[config.mk]
export PLATFORM = sky130hd
export DESIGN_NAME = sync_fifo_fwft_flat
export DESIGN_NICKNAME = d
export VERILOG_FILES = /design/src/rtl/sync_fifo_fwft_if.sv /design/src/rtl/sync_fifo_fwft.sv /design/src/flat_wrapper.sv
export SDC_FILE = /design/constraint.sdc
export NUM_CORES = 1
export LEC_CHECK = 0
export BUFFER_PORTS_ARGS = -buffer_cell sky130_fd_sc_hd__clkbuf_2
export CAP_MARGIN = 0
export CORE_AREA = 2 2 104 106
export DETAILED_ROUTE_END_ITERATION = 8
export DIE_AREA = 0 0 106 108
export PLACE_DENSITY = 0.78
export SLEW_MARGIN = 15
export SYNTH_ARGS = -nofsm -noshare
export SYNTH_HDL_FRONTEND = slang
export SYNTH_SLANG_ARGS = --single-unit
export TNS_END_PERCENT = 50
[constraint.sdc]
create_clock -name clock -period 2.9 [get_ports clock]
set_clock_uncertainty 0.1 [all_clocks]
set_input_delay 0.29 -clock clock [delete_from_list [all_inputs] [get_ports clock]]
set_output_delay 0.29 -clock clock [all_outputs]
set_load 0.05 [all_outputs]
[src/rtl/sync_fifo_fwft_if.sv]
// Valid/ready streaming bundle for the FWFT FIFO: producer side, consumer side,
// and the status and control lines the FIFO exposes.
interface sync_fifo_fwft_if #(
  parameter int width = 8,
  parameter int depth = 4
);
  logic             flush;
  logic [width-1:0] din;
  logic             din_valid;
  logic             din_ready;
  logic [width-1:0] dout;
  logic             dout_valid;
  logic             dout_ready;
  logic [depth:0]   count;
  logic             almost_full;
  logic             almost_empty;
  logic             overflow;

  // master drives traffic into and pulls data out of the FIFO
  modport master (
    output flush, din, din_valid, dout_ready,
    input  din_ready, dout, dout_valid, count, almost_full, almost_empty, overflow
  );

  modport slave (
    input  flush, din, din_valid, dout_ready,
    output din_ready, dout, dout_valid, count, almost_full, almost_empty, overflow
  );
endinterface

[src/rtl/sync_fifo_fwft.sv]
// Single-clock first-word-fall-through FIFO of 2^depth entries with occupancy
// count, almost-full/almost-empty thresholds, synchronous flush and sticky overflow.
module sync_fifo_fwft #(
  parameter int width              = 8,
  parameter int depth              = 4,
  parameter int almost_full_level  = (1 << depth) - 2,
  parameter int almost_empty_level = 1
) (
  input logic             clock,
  input logic             reset,
  sync_fifo_fwft_if.slave bus
);
  localparam int entries = 1 << depth;
  localparam logic [depth:0] ptr_one  = (depth + 1)'(1);
  localparam logic [depth:0] af_level = (depth + 1)'(almost_full_level);
  localparam logic [depth:0] ae_level = (depth + 1)'(almost_empty_level);

  logic [width-1:0] mem_q [entries];
  logic [depth:0]   wr_ptr_q, wr_ptr_d;
  logic [depth:0]   rd_ptr_q, rd_ptr_d;
  logic [depth:0]   count_q, count_d;
  logic             overflow_q, overflow_d;
  logic             full, empty, wr_en, rd_en;

  // The wrap bit distinguishes full from empty when the low address bits match.
  assign empty = (wr_ptr_q == rd_ptr_q);
  assign full  = (wr_ptr_q[depth-1:0] == rd_ptr_q[depth-1:0]) &&
                 (wr_ptr_q[depth] != rd_ptr_q[depth]);

  assign wr_en = bus.din_valid && !full && !bus.flush;
  assign rd_en = bus.dout_ready && !empty && !bus.flush;

  always_comb begin
    // NOTE: every signal written here gets a default first, so no path can infer a latch.
    wr_ptr_d   = wr_ptr_q;
    rd_ptr_d   = rd_ptr_q;
    overflow_d = overflow_q | (bus.din_valid & full);
    if (bus.flush) begin
      wr_ptr_d   = '0;
      rd_ptr_d   = '0;
      overflow_d = 1'b0;
    end else begin
      if (wr_en) wr_ptr_d = wr_ptr_q + ptr_one;
      if (rd_en) rd_ptr_d = rd_ptr_q + ptr_one;
    end
    count_d = wr_ptr_d - rd_ptr_d;
  end

  // NOTE: sequential state uses non-blocking assignments so every flop samples pre-edge values.
  always_ff @(posedge clock or posedge reset) begin
    if (reset) begin
      wr_ptr_q   <= '0;
      rd_ptr_q   <= '0;
      count_q    <= '0;
      overflow_q <= 1'b0;
    end else begin
      wr_ptr_q   <= wr_ptr_d;
      rd_ptr_q   <= rd_ptr_d;
      count_q    <= count_d;
      overflow_q <= overflow_d;
    end
  end

  // NOTE: the storage array has no reset; pointers alone define which entries are live.
  always_ff @(posedge clock) begin
    if (wr_en) mem_q[wr_ptr_q[depth-1:0]] <= bus.din;
  end

  assign bus.dout         = mem_q[rd_ptr_q[depth-1:0]];
  assign bus.dout_valid   = !empty;
  assign bus.din_ready    = !full;
  assign bus.count        = count_q;
  assign bus.almost_full  = (count_q >= af_level);
  assign bus.almost_empty = (count_q <= ae_level);
  assign bus.overflow     = overflow_q;
endmodule

[src/flat_wrapper.sv]
// flat-port wrapper written by rule: the top's interface ports become plain ports
module sync_fifo_fwft_flat 
#(
  parameter int width              = 8,
  parameter int depth              = 4,
  parameter int almost_full_level  = (1 << depth) - 2,
  parameter int almost_empty_level = 1
)
  (clock, reset, bus_flush, bus_din, bus_din_valid, bus_dout_ready, bus_din_ready, bus_dout, bus_dout_valid, bus_count, bus_almost_full, bus_almost_empty, bus_overflow);
  sync_fifo_fwft_if #(.width(width), .depth(depth)) bus_i ();
  input logic clock;
  input logic reset;
  input wire logic [$bits(bus_i.flush)-1:0] bus_flush;
  input wire logic [$bits(bus_i.din)-1:0] bus_din;
  input wire logic [$bits(bus_i.din_valid)-1:0] bus_din_valid;
  input wire logic [$bits(bus_i.dout_ready)-1:0] bus_dout_ready;
  output wire logic [$bits(bus_i.din_ready)-1:0] bus_din_ready;
  output wire logic [$bits(bus_i.dout)-1:0] bus_dout;
  output wire logic [$bits(bus_i.dout_valid)-1:0] bus_dout_valid;
  output wire logic [$bits(bus_i.count)-1:0] bus_count;
  output wire logic [$bits(bus_i.almost_full)-1:0] bus_almost_full;
  output wire logic [$bits(bus_i.almost_empty)-1:0] bus_almost_empty;
  output wire logic [$bits(bus_i.overflow)-1:0] bus_overflow;
  assign bus_i.flush = bus_flush;
  assign bus_i.din = bus_din;
  assign bus_i.din_valid = bus_din_valid;
  assign bus_i.dout_ready = bus_dout_ready;
  assign bus_din_ready = bus_i.din_ready;
  assign bus_dout = bus_i.dout;
  assign bus_dout_valid = bus_i.dout_valid;
  assign bus_count = bus_i.count;
  assign bus_almost_full = bus_i.almost_full;
  assign bus_almost_empty = bus_i.almost_empty;
  assign bus_overflow = bus_i.overflow;
  sync_fifo_fwft #(.width(width), .depth(depth), .almost_full_level(almost_full_level), .almost_empty_level(almost_empty_level)) u_core (.clock(clock), .reset(reset), .bus(bus_i));
endmodule
==> metrics.txt <==
worst slew margin relative to its limit=59.2%; maximum buffer depth of the clock tree=2; final worst-path setup slack=-0.0468 ns; register area share after synthesis=69.1%; diode count=0; number of synthesized flops with an enable pin=128; pin count of the biggest net entering global routing=27; synthesized-area fraction occupied by adder cells=2.16%; global-route usage over all layers=between 20% and 30%; Critical Path Fanout Max=13; cell at the slowest stage of the critical path=dfrtp_2; cell area after synthesis=6150 sq um; dpl hpwl=slightly below 8 mm; post-detailed-route wirelength per cell=23.0 um; width of the die=106 um; routability congestion estimate=0.894; number of global-route vias before repair=3378; Post-Synth Simple-Gate Area=around 4.9%; Hold Violations, Final=0; power density over the cells=744 nW/um^2; routed wire length=13.3 mm; unrepaired setup endpoints after global routing=true; FF-to-FF setup slack=0.11 ns; die boundary height=108 um; total congestion overflow after global routing=0; full die area=11400 sq um; count of antenna-violating nets left after detailed routing=0; worst slack at placement=roughly 0.13 ns; register bit total from synthesis=144; violations in the final reports=negative setup slack; max-cap violation count=0; Hold WS=a little under 0.07 ns; post-synth cell types=between 40 and 50; share of flip-flops with an asynchronous set or reset after synthesis=between 10 and 15%; number of iterations in the first detailed-routing pass=5; Finish-stage setup viols=1; share of post-route cells with drive strength above 1=between 30% and 40%; compound-gate portion of the synthesized area=around 7%; clock tree from TritonCTS=done; Largest delay share family, worst path=buffers and inverters; antenna violations before repair=0; post-synthesis area per instance=16.6 sq um; multiplexer fraction of the synthesized cell area=about an eighth; number of I/O port buffers=30; violation count after the first detailed-route iteration=roughly 350; Root Driver=clkbuf_8; critical-path cell list=buf_4, clkbuf_16, mux2i_1, a221oi_1, o21ai_0, nand2_1, clkbuf_4; Worst-Margin Slew=0.611 ns; final-stage net count=around 450; startpoint types=flop; Main synth FF type=edfxtp_1; Num CTS Buffers=17; number of ports placed on the die boundary=31; FP Rows=37; clock transition time at the flip-flop clock pins of the worst setup and hold paths=0.07 ns; maximum clock frequency=0.339 GHz; area added between synthesis and finish=18.5%; final period utilization=102%; count of clock tree sinks=roughly 140; arrival time at the worst endpoint=2.56 ns; Synth Area in XOR/XNOR=2.95%; dominant combinational cell family by area after synthesis=multiplexers; CP peak stage delay=0.51 ns; count of unresolved DRC violations after routing=0; worst setup path category=reg -> out; number of buffers and inverters on the critical path=3; filler cell count in the final layout=588; final critical delay including setup and external delays=slightly below 3 ns; Synthesis Warnings=0; Max IR drop VDD=0.616 mV; Synth Instances=370; CP Data Required Time=2.51 ns; worst-skew pair later-pin latency=between 0.5 and 0.6 ns; Max Slew Vio Count=0; leakage=2.53 nW; Worst Setup End Kind=output port; Vias=3541; worst min-delay path category=in -> reg; ratio of routed vias to standard cells=6.12; run status=finished, violations left; synthesized netlist net count=393; core area=10200 sq um; wire length of the first global-routing pass=approximately 20 mm; H-tree Lvls=4; initial core utilization=60.1%
-- final cells by class --
class                   instances  area, sq um  share of cell area [%]
inverters                       7         26.3                   0.361
repair buffers                 60          457                    6.27
well taps                     136          170                    2.34
clock buffers                  17          414                    5.69
clock inverters                15          125                    1.72
multi-input cells             200         1840                    25.3
flip-flops and latches        144         4250                    58.3
-- placed cells by master, fill, tap and decap left out, types with 5 or more instances in the layout --
cell | Yosys | routed
a21oi_1 | 12 | 12
a221oi_2 | 0 | 5
a22oi_1 | 8 | 8
buf_2 | 9 | 5
buf_4 | 6 | 24
clkbuf_16 | 0 | 17
clkbuf_2 | 0 | 23
dfrtp_1 | 16 | 13
edfxtp_1 | 128 | 128
ha_1 | 9 | 9
inv_1 | 7 | 7
inv_6 | 0 | 5
mux2_2 | 8 | 8
mux2i_1 | 27 | 27
mux4_2 | 16 | 16
nand2_1 | 18 | 18
nor2_1 | 23 | 23
o21ai_0 | 17 | 16
xor2_1 | 8 | 8
-- cells in the mapped netlist (2+ instances only) --
cell      count  area [sq um]
nor3_1        4          20.0
a31oi_1       2          12.5
a21o_1        2          15.0
clkbuf_1      3          11.3
a22oi_1       8          60.1
mux2i_1      27           270
nor2_1       23          86.3
dfrtp_1      16           400
buf_2         9          45.0
and4_1        2          17.5
xnor2_2       3          48.8
nand2_1      18          67.6
o211ai_1      2          15.0
o21ai_0      17          85.1
inv_1         7          26.3
edfxtp_1    128          3840
a21oi_1      12          60.1
mux2_2        8          90.1
xor2_1        8          70.1
or2_1         3          18.8
mux4_2       16           360
o21ai_2       2          17.5
a221oi_1      8          70.1
xnor2_1       4          35.0
nand2b_1      2          12.5
buf_4         6          45.0
ha_1          9           113
-- worst reg2reg max path, stage by stage, from the launching register on --
cell and delay (ns):
dfrtp_2 0.51, xnor2_4 0.26, nand4_4 0.22, o21ai_4 0.23, xnor2_1 0.16, or2_1 0.13, ha_1 0.13, inv_1 0.06
fa_1 0.40, a21o_1 0.19, a21oi_1 0.16, xor2_1 0.16
-- through the flow --
| stage | TNS [ns] | instances | utilization (%) | instance area [sq um] | total power, W |
|---|---|---|---|---|---|
| after floorplan | 0 | 370 | - | 6150 | 0.00312 |
| after detailed placement | 0 | 541 | 64.0 | 6550 | 0.00334 |
| final | -0.0468 | 579 | 71.2 | 7280 | 0.00541 |
| after CTS | -0.00733 | 575 | 69.8 | 7150 | 0.00533 |
| after global placement | 0 | 541 | 64.0 | 6550 | 0.00333 |
| after global routing | -0.298 | 579 | 71.2 | 7280 | 0.00556 |
-- report_power, final --
group,total [W],internal [W],switching (W)
sequential,0.00236,0.00231,0.0000493
clock,0.00197,0.00108,0.000898
combinational,0.00108,0.000410,0.000674
-- path summary, 6_finish.rpt --
kind                                      from             endpoint  cells past startpoint
max                         u_core.rd_ptr_q[0]          bus_dout[7]                      7
min                              bus_din_valid  u_core.bus.overflow                      3
max reg2reg                 u_core.rd_ptr_q[0]  u_core.bus.count[4]                     11
min reg2reg                u_core.bus.overflow  u_core.bus.overflow                      2
max in group asynchronous                reset   u_core.rd_ptr_q[1]                      3
min in group asynchronous                reset  u_core.bus.count[1]                      3
-- metal layers --
layer | share of wire, % | vias up | global-route usage (%)
met4 | 1.1 | 0 | 5.92
li1 | - | 1579 | -
met3 | 7.2 | 13 | 4.82
met2 | 50 | 173 | 37.7
met1 | 41 | 1776 | 34.6
met5 | 0 | - | 0
-- logic make-up (layout without fill, tap and decap cells) --
logic type | after synthesis | count (layout)
xor+xnor | 16 | 16
mux | 51 | 51
buf+inv | 26 | 99
fa+ha+maj | 10 | 10
simple gates | 61 | 61
flops | 144 | 144
compound gates | 62 | 62
-- timing repair --
item                       CTS  global route
buffers inserted             0             3
resized for setup            3            24
pin swaps                    0             1
hold buffers                 1             0
hold endpoints to repair    16             0
gates cloned                 1             1
setup endpoints to repair    8             9
-- sequential cells by signal, summed over array words and instances (netlist names) --
register	cells
u_core.mem_q	128
u_core.bus.count	5
u_core.rd_ptr_q	5
u_core.bus.overflow	1
u_core.wr_ptr_q	5
No activity file was read; power rests on OpenSTA's default activity.
